[src/rtl/pixel_streamer.sv]
// Streams an N x N frame line by line with LEAD/TRAIL edge replication for an interpolator.
// Optional macro STREAMER_COL_MODE_EN enables column-order lines; without it col_mode is ignored.
module pixel_streamer #(
  parameter int N     = 16,
  parameter int LEAD  = 8,
  parameter int TRAIL = 5
) (
  input  logic        clock,
  input  logic        reset,
  input  logic        start,
  input  logic        col_mode,
  input  logic [31:0] base_addr,
  output logic        mem_rd,
  output logic [31:0] mem_addr,
  input  logic [31:0] mem_data,
  input  logic        out_ready,
  output logic [31:0] data_out,
  output logic        data_valid,
  output logic        tap_valid,
  output logic [15:0] tap_index,
  output logic        busy,
  output logic        done
);

  localparam int BEATS = LEAD + N + TRAIL;
  localparam int BW    = $clog2(BEATS);
  localparam int CW    = (N > 1) ? $clog2(N) : 1;

  localparam logic [BW-1:0] LAST_BEAT = BW'(BEATS - 1);
  localparam logic [BW-1:0] RD_FIRST  = BW'(LEAD - 1);
  localparam logic [BW-1:0] RD_LAST   = BW'(LEAD + N - 3);
  localparam logic [BW-1:0] RD_OFS    = BW'(LEAD - 2);
  localparam logic [BW-1:0] NEW_FIRST = BW'(LEAD + 1);
  localparam logic [BW-1:0] NEW_LAST  = BW'(LEAD + N - 1);
  localparam logic [BW-1:0] TAP_FIRST = BW'(LEAD + TRAIL);
  localparam logic [CW-1:0] LAST_LINE = CW'(N - 1);

  typedef enum logic [2:0] {IDLE, FETCH, WAIT, STREAM, DONE} state_t;

  state_t        r_state;
  state_t        w_nextState;
  logic [31:0]   r_base;
  logic [CW-1:0] r_line;
  logic [BW-1:0] r_beat;
  logic [1:0]    r_rdPipe;
  logic [31:0]   r_skid;
  logic          r_skidValid;
  logic [31:0]   r_hold;
  logic          r_stalledPrev;

  logic          w_inStream;
  logic          w_accept;
  logic          w_lastBeat;
  logic          w_newBeat;
  logic          w_pop;
  logic [31:0]   w_fresh;
  logic [31:0]   w_pix;
  logic [CW-1:0] w_rdCol;
  logic [CW-1:0] w_tapCol;
  logic [31:0]   w_offset;
  logic [15:0]   w_tapIdx;

  assign w_inStream = (r_state == STREAM);
  assign w_accept   = w_inStream && out_ready;
  assign w_lastBeat = (r_beat == LAST_BEAT);
  assign w_newBeat  = (r_beat == '0) || ((r_beat >= NEW_FIRST) && (r_beat <= NEW_LAST));

  // A fresh pixel is taken only on the first cycle a beat is shown; stalled repeats replay r_hold.
  assign w_pop   = w_inStream && w_newBeat && !r_stalledPrev;
  assign w_fresh = r_skidValid ? r_skid : mem_data;
  assign w_pix   = (w_newBeat && !r_stalledPrev) ? w_fresh : r_hold;

  assign w_rdCol  = (r_state == FETCH) ? '0 : CW'(r_beat - RD_OFS);
  assign w_tapCol = CW'(r_beat - TAP_FIRST);

`ifdef STREAMER_COL_MODE_EN
  logic r_colMode;

  always_comb begin
    if (r_colMode) begin
      w_offset = 32'(w_rdCol) * 32'(N) + 32'(r_line);
      w_tapIdx = 16'(r_line) + 16'(N) * 16'(w_tapCol);
    end else begin
      w_offset = 32'(r_line) * 32'(N) + 32'(w_rdCol);
      w_tapIdx = 16'(r_line) * 16'(N) + 16'(w_tapCol);
    end
  end

  always_ff @(posedge clock) begin
    if (reset)
      r_colMode <= 1'b0;
    else if (r_state == IDLE && start)
      r_colMode <= col_mode;
  end
`else
  logic w_unusedColMode;
  assign w_unusedColMode = col_mode;
  assign w_offset = 32'(r_line) * 32'(N) + 32'(w_rdCol);
  assign w_tapIdx = 16'(r_line) * 16'(N) + 16'(w_tapCol);
`endif

  always_ff @(posedge clock) begin
    if (reset)
      r_state <= IDLE;
    else
      r_state <= w_nextState;
  end

  // Outputs are forced to zero for the whole time reset is high, not just after the first edge.
  always_comb begin
    w_nextState = r_state;
    mem_rd      = 1'b0;
    mem_addr    = '0;
    data_out    = r_hold;
    data_valid  = 1'b0;
    tap_valid   = 1'b0;
    tap_index   = '0;
    busy        = 1'b0;
    done        = 1'b0;
    case (r_state)
      IDLE: begin
        if (start) w_nextState = FETCH;
      end
      FETCH: begin
        busy   = 1'b1;
        mem_rd = out_ready;
        if (out_ready) w_nextState = WAIT;
      end
      WAIT: begin
        busy        = 1'b1;
        w_nextState = STREAM;
      end
      STREAM: begin
        busy       = 1'b1;
        data_out   = w_pix;
        data_valid = out_ready;
        mem_rd     = out_ready && (r_beat >= RD_FIRST) && (r_beat <= RD_LAST);
        tap_valid  = out_ready && (r_beat >= TAP_FIRST);
        if (tap_valid) tap_index = w_tapIdx;
        if (w_accept && w_lastBeat)
          w_nextState = (r_line == LAST_LINE) ? DONE : FETCH;
      end
      DONE: begin
        busy        = 1'b1;
        done        = 1'b1;
        w_nextState = IDLE;
      end
      default: w_nextState = IDLE;
    endcase
    if (mem_rd) mem_addr = r_base + w_offset;
    if (reset) begin
      w_nextState = IDLE;
      mem_rd      = 1'b0;
      mem_addr    = '0;
      data_out    = '0;
      data_valid  = 1'b0;
      tap_valid   = 1'b0;
      tap_index   = '0;
      busy        = 1'b0;
      done        = 1'b0;
    end
  end

  // Read data lands two cycles after its strobe; if no beat is waiting for it, it parks in r_skid.
  always_ff @(posedge clock) begin
    if (reset) begin
      r_base        <= '0;
      r_line        <= '0;
      r_beat        <= '0;
      r_rdPipe      <= '0;
      r_skid        <= '0;
      r_skidValid   <= 1'b0;
      r_hold        <= '0;
      r_stalledPrev <= 1'b0;
    end else begin
      r_rdPipe      <= {r_rdPipe[0], mem_rd};
      r_stalledPrev <= w_inStream && !out_ready;
      if (w_inStream) r_hold <= w_pix;

      if (r_rdPipe[1] && !(w_pop && !r_skidValid)) begin
        r_skid      <= mem_data;
        r_skidValid <= 1'b1;
      end else if (w_pop) begin
        r_skidValid <= 1'b0;
      end

      if (r_state == IDLE && start) begin
        r_base <= base_addr;
        r_line <= '0;
      end
      if (r_state == WAIT) r_beat <= '0;
      if (w_accept) begin
        if (w_lastBeat) begin
          r_beat <= '0;
          if (r_line != LAST_LINE) r_line <= r_line + CW'(1);
        end else begin
          r_beat <= r_beat + BW'(1);
        end
      end
    end
  end

endmodule

[config.mk]
export PLATFORM = sky130hd
export DESIGN_NAME = pixel_streamer
export DESIGN_NICKNAME = d
export VERILOG_FILES = /design/src/rtl/pixel_streamer.sv
export SDC_FILE = /design/constraint.sdc
export NUM_CORES = 1
export LEC_CHECK = 0
export ABC_AREA = 1
export CORE_UTILIZATION = 51
export DETAILED_ROUTE_END_ITERATION = 10
export PLACE_DENSITY = 0.78
export SYNTH_ARGS = -nofsm -noshare
export SYNTH_HDL_FRONTEND = slang
export SYNTH_SLANG_ARGS = --single-unit
[constraint.sdc]
create_clock -name clock -period 2.89 [get_ports clock]
set_input_delay 0.289 -clock clock [delete_from_list [all_inputs] [get_ports clock]]
set_output_delay 0.289 -clock clock [all_outputs]
set_load 0.01 [all_outputs]
==> results.json <==
{
  "status": "complete, no violations",
  "fill_cells": 1106,
  "totalPowerFinal_w": 0.00369,
  "gp_congestion": 0.928,
  "critical_path_buf_inv_count": 5,
  "finalInstanceArea_um2": 9000,
  "syn-cell-area_um2": 6570,
  "drt_iter0_drc": 502,
  "p_seq_share_pct": 46.2,
  "crit_path_end_kind": "output pin",
  "layout.cells.non_filler": 1365,
  "vias": 6983,
  "r2r-end": "r_skid[15]",
  "hold_violations": 0,
  "placeableCoreArea_um2": 12600,
  "first_pass_iters": 5,
  "syn_inst": 1029,
  "rr_worst_depth": 12,
  "grt_use_total_pct": 27.8,
  "dpl_cell_area_um2": 8370,
  "utilization_pct": 71.6,
  "synth_ff_type": "dfxtp_1",
  "synth_area_per_cell_um2": 6.38,
  "worst-endpoint-arrival_ps": 2530,
  "netlist_top_cells_count": "201 x nand2_1, 157 x nor2_1, 116 x a21oi_1, 115 x inv_1, 112 x dfxtp_1",
  "required_ps": 2600,
  "clk_pin_slew_worst_paths_ps": 70,
  "area_growth_pct": 37.1,
  "ir_worst_vdd_v": 0.000389,
  "power_switching_w": 0.00109,
  "synth_area_leaders": "dfxtp_1 34%, nand2_1 11%, nor2_1 9.0%, a21oi_1 8.8%, o21ai_0 7.2%",
  "grt_max_degree": 67,
  "max-cap-violations": 0,
  "fin_nets": 1274,
  "drc": 0,
  "io_buffers": 144,
  "hp-class": "flip-flop to flip-flop",
  "hold_end": "r_rdPipe[1]",
  "cts_sinks": 112,
  "min_from": "r_rdPipe[0]",
  "antenna_found_initial": 0,
  "hold_path_depth": 2,
  "grt_pass1_wl_um": 29500,
  "yosysSeqAreaShare_pct": 34.1,
  "cts_tree": "built",
  "yosysTopAreaCell": "dfxtp_1",
  "viasPerCell": 5.12,
  "worst_slew_pin_slew_ps": 808,
  "row_count": 41,
  "fmax_mhz": 355,
  "io-pin-count": 154,
  "root_buffer": "clkbuf_16",
  "relSlewSlack_pct": 46.2,
  "die_h_um": 115,
  "synth_warnings": 0,
  "critPathSlowestCell": "fa_2",
  "overflow": 0,
  "dpl.cell_count": 1341,
  "slowest_delay_ps": 410,
  "ys_ff_latch": 112,
  "startpoint_type": "flip-flop",
  "setup_violations": 0,
  "combPwrFrac_pct": 20.6,
  "r2r_slack_ps": 500,
  "drt-total-wl_um": 18600,
  "clk_latency_ps": 360,
  "antenna_left": 0,
  "rsz0062_at_grt": "yes",
  "grt_pass1_vias": 6228,
  "synth_top_area_share_pct": 34.1,
  "period_minus_slack_ps": 2820,
  "clockPowerShare_pct": 33.2,
  "yosysMostFrequentCell": "nand2_1",
  "crit_type": "flip-flop to output pin",
  "diodes": 0,
  "synth.distinct_cells": 40,
  "synth_edf_count": 0,
  "htreeDepth": 3,
  "place_hpwl_um": 12800,
  "switching_share_pct": 29.4,
  "ctsLongestPathBuffers": 2,
  "cp_max_fo": 5,
  "die_w_um": 115,
  "final_max_slew_viol_count": 0,
  "p_int_w": 0.00261,
  "fin_crit_sh_pct": 97.6,
  "async_reset_ff_share_pct": 0,
  "critical_path.top_delay_family": "simple AND/OR/NAND/NOR gates",
  "start_util_pct": 52.3,
  "clock_skew_ps": 10.6,
  "whs_ps": 403,
  "drive_above_1_share_pct": 15.9,
  "cts_buffers": 9,
  "leakage_nw": 4.21,
  "worstPathCellList": "inv_2, nand3_4, nand2_2, inv_2, ha_4, inv_2, fa_2, o21ai_4, nand3_2, nand2_4, buf_6, nand3_2, nand2_2, nand2_2, nor2_2, buf_2",
  "wire_per_inst_um": 13.6,
  "p_per_area_nw_per_um2": 410,
  "dieArea_um2": 13300,
  "worst_r2r_startpoint": "r_beat[1]"
}
## state kept, by name, indices dropped and copies added (netlist names)
register and count:
r_base 32, r_hold 32, r_skid 32, r_beat 5, r_line 4, r_state 3, r_rdPipe 2, r_skidValid 1
r_stalledPrev 1
## cell usage in the layout, fill, tap and decap left out, drive strengths merged, types with 2 or more instances in the layout
cell type | Yosys | routed
ha | 16 | 16
a21oi | 116 | 116
nor2 | 159 | 159
inv | 120 | 124
dlygate4sd2 | 0 | 15
conb | 1 | 8
dlymetal6s2s | 0 | 22
clkbuf | 30 | 25
nand3b | 2 | 2
nor3 | 19 | 19
dfxtp | 112 | 112
buf | 34 | 69
nand2 | 205 | 205
xnor2 | 5 | 5
clkdlybuf4s15 | 0 | 5
o21ai | 97 | 97
clkdlybuf4s50 | 0 | 79
nand3 | 84 | 84
xor2 | 8 | 8
a211oi | 2 | 2
nand4 | 8 | 8
a31oi | 2 | 2
## routing by layer
metal / part of all wire [%] / GRT usage, %
met5: 0 / 0
met3: 5.0 / 5.54
met2: 48 / 47.1
met4: 1.7 / 7.36
met1: 46 / 36.1
## timing repair
action	4_1_cts	5_1_grt
endpoints found under the setup margin	62	52
setup buffers	4	4
resized for setup	98	124
hold buffers	0	0
pin swaps	12	22
cloned	1	0
## worst max-delay path by stage
| stage | from | endpoint | cells after the start |
|---|---|---|---|
| 2_1_floorplan | r_state[1] | mem_addr[22] | 14 |
| 3_3_place_gp | r_beat[1] | mem_addr[17] | 16 |
| 3_5_place_dp | r_beat[1] | mem_addr[9] | 15 |
| 4_1_cts | r_beat[2] | mem_addr[22] | 16 |
| 5_1_grt | r_state[1] | mem_addr[30] | 16 |
| 6_report | r_state[1] | mem_addr[30] | 16 |
## area by class of cell
cell class / count / area [um^2] / share of cell area, %
Clock buffer: 11 / 243 / 2.70
Clock inverter: 5 / 43.8 / 0.487
Inverter: 120 / 458 / 5.09
Multi-Input combinational cell: 740 / 3850 / 42.8
Sequential cell: 112 / 2260 / 25.1
Tap cell: 172 / 215 / 2.39
Timing Repair Buffer: 205 / 1930 / 21.5
## cell families (layout without fill, tap and decap cells)
family          after synthesis  count (layout)  synth area share, %
flops                       112             112                 34.1
compound gates              222             222                 17.4
simple gates                480             480                 31.1
xor+xnor                     13              13                 1.73
fa+ha+maj                    17              17                 3.35
buf+inv                     184             341                 12.2
other cells                   1               8               0.0571
## through the flow
stage | setup TNS [ps] | worst slack, ps
after global placement | -1440 | -152
after detailed placement | -2270 | -178
after global routing | -463 | -73.4
after CTS | -36.4 | -36.4
final | 0 | 69.3
after floorplan | 0 | 414
## worst reg2reg max path: stages, from the launching register on
cell and delay (ps):
dfxtp_4 360, inv_2 80, buf_4 140, ha_1 180, inv_1 60, a21oi_1 170
nand2_1 120, nand2_4 110, buf_12 200, nand3b_2 330, buf_4 310, a21oi_1 150
nor2_1 70
## power by group through the flow
stage	Sequential, W	Clock (W)	Combinational [W]
4_1_cts	0.00170	0.00125	0.000734
3_5_place_dp	0.00174	0	0.000720
3_3_place_gp	0.00174	0	0.000712
5_1_grt	0.00172	0.00132	0.000845
6_report	0.00171	0.00123	0.000759
2_1_floorplan	0.00172	0	0.000434
No activity file was read; power rests on OpenSTA's default activity.
